File: config.mk
export PLATFORM = sky130hd
export DESIGN_NAME = sa_output_collector_flat
export DESIGN_NICKNAME = d
export VERILOG_FILES = /design/src/rtl/sa_output_collector_if.sv /design/src/rtl/sa_output_collector.sv /design/src/flat_wrapper.sv
export SDC_FILE = /design/constraint.sdc
export NUM_CORES = 1
export LEC_CHECK = 0
export BUFFER_PORTS_ARGS = -buffer_cell sky130_fd_sc_hd__buf_2
export CAP_MARGIN = 10
export CORE_UTILIZATION = 59
export DETAILED_ROUTE_END_ITERATION = 10
export PLACE_DENSITY = 0.79
export SLEW_MARGIN = 10
export SYNTH_ARGS = -nofsm -noshare
export SYNTH_HDL_FRONTEND = slang
export SYNTH_SLANG_ARGS = --single-unit
File: constraint.sdc
create_clock -name clk -period 2.6 [get_ports clk]
set_clock_uncertainty 0.05 [all_clocks]
set_input_delay 0.13 -clock clk [delete_from_list [all_inputs] [get_ports clk]]
set_output_delay 0.13 -clock clk [all_outputs]
set_load 0.01 [all_outputs]
File: src/rtl/sa_output_collector_if.sv
// Downstream row interface of the systolic output collector: one aligned row of
// partial sums with a valid/ready handshake.
interface sa_output_collector_if #(
  parameter int WORD_WIDTH = 8,
  parameter int COLS       = 4
);
  localparam int ROW_W = COLS * 4 * WORD_WIDTH;

  logic [ROW_W-1:0] out_data;
  logic             out_valid;
  logic             out_ready;

  modport master (output out_data, output out_valid, input out_ready);
  modport slave  (input out_data, input out_valid, output out_ready);
endinterface

File: src/rtl/sa_output_collector.sv
// Drain side of the weight-stationary PE array: deskews the bottom-row outputs,
// packs aligned compute rows into a small FIFO and flags skew/overflow faults.
module sa_output_collector #(
  parameter int WORD_WIDTH = 8,
  parameter int COLS       = 4,
  parameter int FIFO_DEPTH = 4
) (
  input  logic                          clk,
  input  logic                          reset_n,
  input  logic [COLS*4*WORD_WIDTH-1:0]  ps_in,
  input  logic [COLS*2-1:0]             ctrl_in,
  sa_output_collector_if.master         out_if,
  output logic [15:0]                   row_count,
  output logic                          overflow,
  output logic                          skew_err,
  input  logic                          clear_flags
);
  localparam int PS_W  = 4 * WORD_WIDTH;
  localparam int ROW_W = COLS * PS_W;
  localparam int PTR_W = $clog2(FIFO_DEPTH);
  localparam int CNT_W = PTR_W + 1;
  localparam logic [1:0] TAG_COMPUTE = 2'b10;

  logic [COLS-1:0][PS_W-1:0] aligned_row;
  logic [COLS-1:0][1:0]      aligned_tag;
  logic [COLS-1:0]           col_compute;

  // Column j waits COLS-1-j cycles so every column of one compute step lines up
  // with the undelayed last column.
  for (genvar gi = 0; gi < COLS; gi++) begin : g_col
    localparam int STAGES = COLS - 1 - gi;
    if (STAGES == 0) begin : g_direct
      assign aligned_row[gi] = ps_in[gi*PS_W +: PS_W];
      assign aligned_tag[gi] = ctrl_in[2*gi +: 2];
    end else begin : g_delay
      logic [PS_W-1:0] data_q [STAGES];
      logic [1:0]      tag_q  [STAGES];

      always_ff @(posedge clk or negedge reset_n) begin
        if (!reset_n) begin
          for (int s = 0; s < STAGES; s++) begin
            data_q[s] <= '0;
            tag_q[s]  <= '0;
          end
        end else begin
          data_q[0] <= ps_in[gi*PS_W +: PS_W];
          tag_q[0]  <= ctrl_in[2*gi +: 2];
          for (int s = 1; s < STAGES; s++) begin
            data_q[s] <= data_q[s-1];
            tag_q[s]  <= tag_q[s-1];
          end
        end
      end

      assign aligned_row[gi] = data_q[STAGES-1];
      assign aligned_tag[gi] = tag_q[STAGES-1];
    end
    assign col_compute[gi] = (aligned_tag[gi] == TAG_COMPUTE);
  end

  logic [ROW_W-1:0] mem_q [FIFO_DEPTH];
  logic [PTR_W-1:0] rd_ptr_q, rd_ptr_d;
  logic [PTR_W-1:0] wr_ptr_q, wr_ptr_d;
  logic [CNT_W-1:0] count_q, count_d;
  logic [15:0]      row_count_q, row_count_d;
  logic             overflow_q, overflow_d;
  logic             skew_err_q, skew_err_d;

  logic all_compute, any_compute, fifo_full, fifo_empty;
  logic pop, push, overflow_event, skew_event;

  always_comb begin
    all_compute    = &col_compute;
    any_compute    = |col_compute;
    fifo_full      = (count_q == CNT_W'(FIFO_DEPTH));
    fifo_empty     = (count_q == '0);
    pop            = !fifo_empty && out_if.out_ready;
    // A full FIFO still accepts a row when the head leaves in the same cycle.
    push           = all_compute && (!fifo_full || pop);
    overflow_event = all_compute && fifo_full && !pop;
    skew_event     = any_compute && !all_compute;

    rd_ptr_d = pop  ? rd_ptr_q + 1'b1 : rd_ptr_q;
    wr_ptr_d = push ? wr_ptr_q + 1'b1 : wr_ptr_q;
    count_d  = count_q;
    case ({push, pop})
      2'b10:   count_d = count_q + 1'b1;
      2'b01:   count_d = count_q - 1'b1;
      default: count_d = count_q;
    endcase

    if (clear_flags) begin
      row_count_d = {15'd0, push};
      overflow_d  = overflow_event;
      skew_err_d  = skew_event;
    end else begin
      row_count_d = row_count_q + {15'd0, push};
      overflow_d  = overflow_q | overflow_event;
      skew_err_d  = skew_err_q | skew_event;
    end
  end

  always_ff @(posedge clk or negedge reset_n) begin
    if (!reset_n) begin
      for (int e = 0; e < FIFO_DEPTH; e++) mem_q[e] <= '0;
      rd_ptr_q    <= '0;
      wr_ptr_q    <= '0;
      count_q     <= '0;
      row_count_q <= '0;
      overflow_q  <= 1'b0;
      skew_err_q  <= 1'b0;
    end else begin
      if (push) mem_q[wr_ptr_q] <= aligned_row;
      rd_ptr_q    <= rd_ptr_d;
      wr_ptr_q    <= wr_ptr_d;
      count_q     <= count_d;
      row_count_q <= row_count_d;
      overflow_q  <= overflow_d;
      skew_err_q  <= skew_err_d;
    end
  end

  assign out_if.out_data  = mem_q[rd_ptr_q];
  assign out_if.out_valid = !fifo_empty;
  assign row_count        = row_count_q;
  assign overflow         = overflow_q;
  assign skew_err         = skew_err_q;
endmodule

File: src/flat_wrapper.sv
// flat-port wrapper written by rule: the top's interface ports become plain ports
module sa_output_collector_flat 
#(
  parameter int WORD_WIDTH = 8,
  parameter int COLS       = 4,
  parameter int FIFO_DEPTH = 4
)
  (clk, reset_n, ps_in, ctrl_in, row_count, overflow, skew_err, clear_flags, out_if_out_data, out_if_out_valid, out_if_out_ready);
  sa_output_collector_if #(.WORD_WIDTH(WORD_WIDTH), .COLS(COLS)) out_if_i ();
  input  logic clk;
  input  logic reset_n;
  input  logic [COLS*4*WORD_WIDTH-1:0] ps_in;
  input  logic [COLS*2-1:0] ctrl_in;
  output logic [15:0] row_count;
  output logic overflow;
  output logic skew_err;
  input  logic clear_flags;
  output wire logic [$bits(out_if_i.out_data)-1:0] out_if_out_data;
  output wire logic [$bits(out_if_i.out_valid)-1:0] out_if_out_valid;
  input wire logic [$bits(out_if_i.out_ready)-1:0] out_if_out_ready;
  assign out_if_out_data = out_if_i.out_data;
  assign out_if_out_valid = out_if_i.out_valid;
  assign out_if_i.out_ready = out_if_out_ready;
  sa_output_collector #(.WORD_WIDTH(WORD_WIDTH), .COLS(COLS), .FIFO_DEPTH(FIFO_DEPTH)) u_core (.clk(clk), .reset_n(reset_n), .ps_in(ps_in), .ctrl_in(ctrl_in), .out_if(out_if_i), .row_count(row_count), .overflow(overflow), .skew_err(skew_err), .clear_flags(clear_flags));
endmodule
==> results_dict.tcl <==
set metrics [dict create \
    status "finished, final reports clean" \
    totalNegativeSetupSlack_ns 0 \
    cts_tree "done" \
    most_frequently_used_flop_master_after_synthesis "dfrtp_1" \
    min_period_over_period_pct 93.64 \
    synth-edff-count 0 \
    power_density_nw_per_um2 732.4 \
    synth.yosys.warnings 0 \
    crit_chain "or4b_1 > and4_4 > buf_12 > nand2_8 > buf_4 > mux2_1" \
    end_of_flow_core_utilization_pct 71.40 \
    total_nets_final 2212 \
    overflow_left_after_global_routing 0 \
    grt_pass1_vias 17680 \
    worst_pin_slew_ns 0.5197 \
    pre_cts_slack_ns 0.1446 \
    path_buf_inv 2 \
    maxCapViolCount 0 \
    worst_r2r_startpoint "u_core.count_q[0]$_DFFE_PN0P_" \
    worst_slack_ns 0.1653 \
    worst_ep_arrival_time_ns 2.86 \
    grt_busiest_layer "met2" \
    floorplan.die.width_um 229.8 \
    grt_max_degree 81 \
    relSlewSlack_pct 65.35 \
    seq_area_frac_synth_pct 60.57 \
    cts.path.max_buffers 3 \
    place.detailed.instances 2522 \
    number_of_storage_elements_in_the_synthesis_netlist 741 \
    drt_iter0_markers 975 \
    timing.hold.worst.class "in2async" \
    totalWireLength_um 63250 \
    dpl_cell_area_um2 32700 \
    floorplan.die.height_um 229.8 \
    grtUsageMet3_pct 5.506 \
    netlist_instances 1573 \
    globalRouteTotalUtil_pct 25.03 \
    final-instance-count-excl-fill 2802 \
    htree_num_levels 3 \
    finalCriticalPeriod_ns 2.435 \
    final-max-slew-violation-count 0 \
    final_layout_size_suffix_gt1_share_pct 51.01 \
    top_level_ports 287 \
    finalWeightedCongestion 0.7904 \
    synthToLayoutAreaGrowth_pct 19.65 \
    postSynth.asyncResetShare_pct 100.0 \
    core_area_um2 51300 \
    detail_route.drc_violations 0 \
    critPathKind "reg2reg" \
    num_vias 15530 \
    firstDrtPassIters 4 \
    dp.final_hpwl_um 38720 \
    crit_path_end_kind "flop" \
    rsz0062_at_grt "no" \
    grt_pass1_wl_um 102000 \
    final_hold_viol_count 0 \
    timing.fmax_ghz 0.4107 \
    vias_per_cell 5.543 \
    cts_buffers 77 \
    slowest_cell_on_the_critical_path "or4b_1" \
    avgRoutedWirePerCell_um 22.57 \
    finalSetupViolCount 0 \
    cp-start-kind "flop" \
    cell_family_with_the_largest_share_of_critical_path_delay "simple AND/OR/NAND/NOR gates" \
    post_synth_instance_area_um2 30610 \
    worstSetupStartpoint "u_core.count_q[0]$_DFFE_PN0P_" \
    vdd_drop_max_v 0.0006794 \
    clock_insertion_delay_worst_skew_ns 0.61 \
    critPathRequiredTime_ns 3.02 \
    port_bufs 286 \
    detail-route-antenna-nets 0 \
    global_route.usage.met1_pct 34.21 \
    count_of_cell_types_in_the_netlist 38 \
    clkSlewWorstSetupHoldPaths_ns 0.06 \
    cp_slowest_stage_delay_ns 0.57 \
    syn_area_per_cell_um2 19.46 \
    global_route.usage.met2_pct 40.41 \
    grt_antenna_before_repair 4 \
    initial_core_util_pct 59.68 \
    ctsRootBufferMaster "clkbuf_16" \
    floorplan.rows 83 \
    die-area_um2 52800 \
    tritoncts_num_sinks 741 \
    leakage_nw 19.14 \
    overall_power_mw 26.83 \
    final.hold.worst_slack_ns 0.04296 \
    final_cell_area_um2 36630 \
    cts_resized 0 \
    critPathMaxFanout 22 \
    synth.net_count 1721 \
]
==> timing repair <==
item,in CTS,in global routing
hold buffers,140,0
hold endpoints to repair,729,0
setup buffers,3,0
endpoints found under the setup margin,103,0
==> metal layers <==
layer / share of wire [%] / up-vias
met5: 0.049 / -
met4: 2.6 / 4
met3: 4.9 / 100
met2: 50 / 382
met1: 43 / 8337
li1: - / 6709
==> where the power goes <==
group	total (mW)	internal [mW]	switching, mW
clock	10.8	6.39	4.37
combinational	3.71	1.85	1.86
sequential	12.4	12.0	0.370
total	26.8	20.2	6.60
==> worst paths after layout <==
| kind | end | slack (ns) | cells past startpoint |
|---|---|---|---|
| worst max register to register | u_core.mem_q[107]$_DFFE_PN0P_ | 0.17 | 6 |
| max in group asynchronous | u_core.mem_q[424]$_DFFE_PN0P_ | 1.41 | 4 |
| min in group clk | u_core.skew_err$_DFF_PN0_ | 0.07 | 4 |
| worst min-delay path | u_core.mem_q[313]$_DFFE_PN0P_ | 0.04 | 2 |
| worst min register to register | u_core.aligned_row[7]$_DFF_PN0_ | 0.29 | 0 |
| worst max-delay path | u_core.mem_q[107]$_DFFE_PN0P_ | 0.17 | 6 |
==> logic make-up (layout without fill, tap and decap cells) <==
group,Yosys count,in the layout,synth area share [%]
AOI/OAI and AO/OA,13,13,0.2575
other,0,3,0
muxes,641,641,33.19
DFF,741,741,60.57
xor gates and xnor gates,16,16,0.4578
buffers and inverters,97,643,3.993
adders and majority gates,8,8,0.3515
and+or+nand+nor,57,57,1.181
==> Yosys cell counts, drive strengths merged, types with 3 or more instances <==
| cell type | instances | area share (%) |
|---|---|---|
| mux2 | 513 | 24 |
| nand4 | 4 | 0.082 |
| nor3 | 3 | 0.049 |
| xor2 | 8 | 0.23 |
| ha | 7 | 0.29 |
| xnor2 | 8 | 0.23 |
| a21oi | 3 | 0.049 |
| buf | 73 | 3.7 |
| nor2 | 15 | 0.18 |
| nand2 | 13 | 0.37 |
| nor4 | 3 | 0.061 |
| mux4 | 128 | 9.4 |
| inv | 9 | 0.11 |
| nor2b | 4 | 0.082 |
| dfrtp | 741 | 61 |
| clkbuf | 15 | 0.18 |
| nand3 | 5 | 0.082 |
| o21ai | 4 | 0.065 |
| or3 | 3 | 0.061 |
==> cell usage in the layout, fill, tap and decap left out, drive strengths merged, types with 4 or more instances in the layout <==
cell,instances
dfrtp,741
mux2,513
buf,360
dlygate4sd3,140
mux4,128
clkbuf,119
nor2,15
nand2,13
inv,11
xnor2,8
xor2,8
ha,7
clkinv,7
nand3,5
nor2b,4
nand4,4
o21ai,4
clkinvlp,4
==> sequential cells by signal, indices dropped and copies added (netlist names) <==
register,count
u_core.aligned_row,64
u_core.aligned_tag,4
u_core.count_q,3
u_core.g_col.g_delay.data_q,128
u_core.g_col.g_delay.tag_q,8
u_core.mem_q,512
u_core.overflow,1
u_core.rd_ptr_q,2
u_core.row_count,16
u_core.skew_err,1
u_core.wr_ptr_q,2
==> layout make-up <==
type,instances,area [µm²]
well taps,680,850.8
flip-flops and latches,741,18550
multi-input cells,735,10850
clock inverters,15,142.6
repair buffers,500,3849
diodes,3,7.507
inverters,9,33.78
clock buffers,119,2347
fillers,3121,14670
==> worst register-to-register path, cell delays in order (launching register included) <==
cell     delay [ns]
dfrtp_1        0.41
or4b_1         0.57
and4_4         0.19
buf_12         0.16
nand2_8        0.28
buf_4          0.29
mux2_1         0.36
Power figures use the tool's default switching activity.
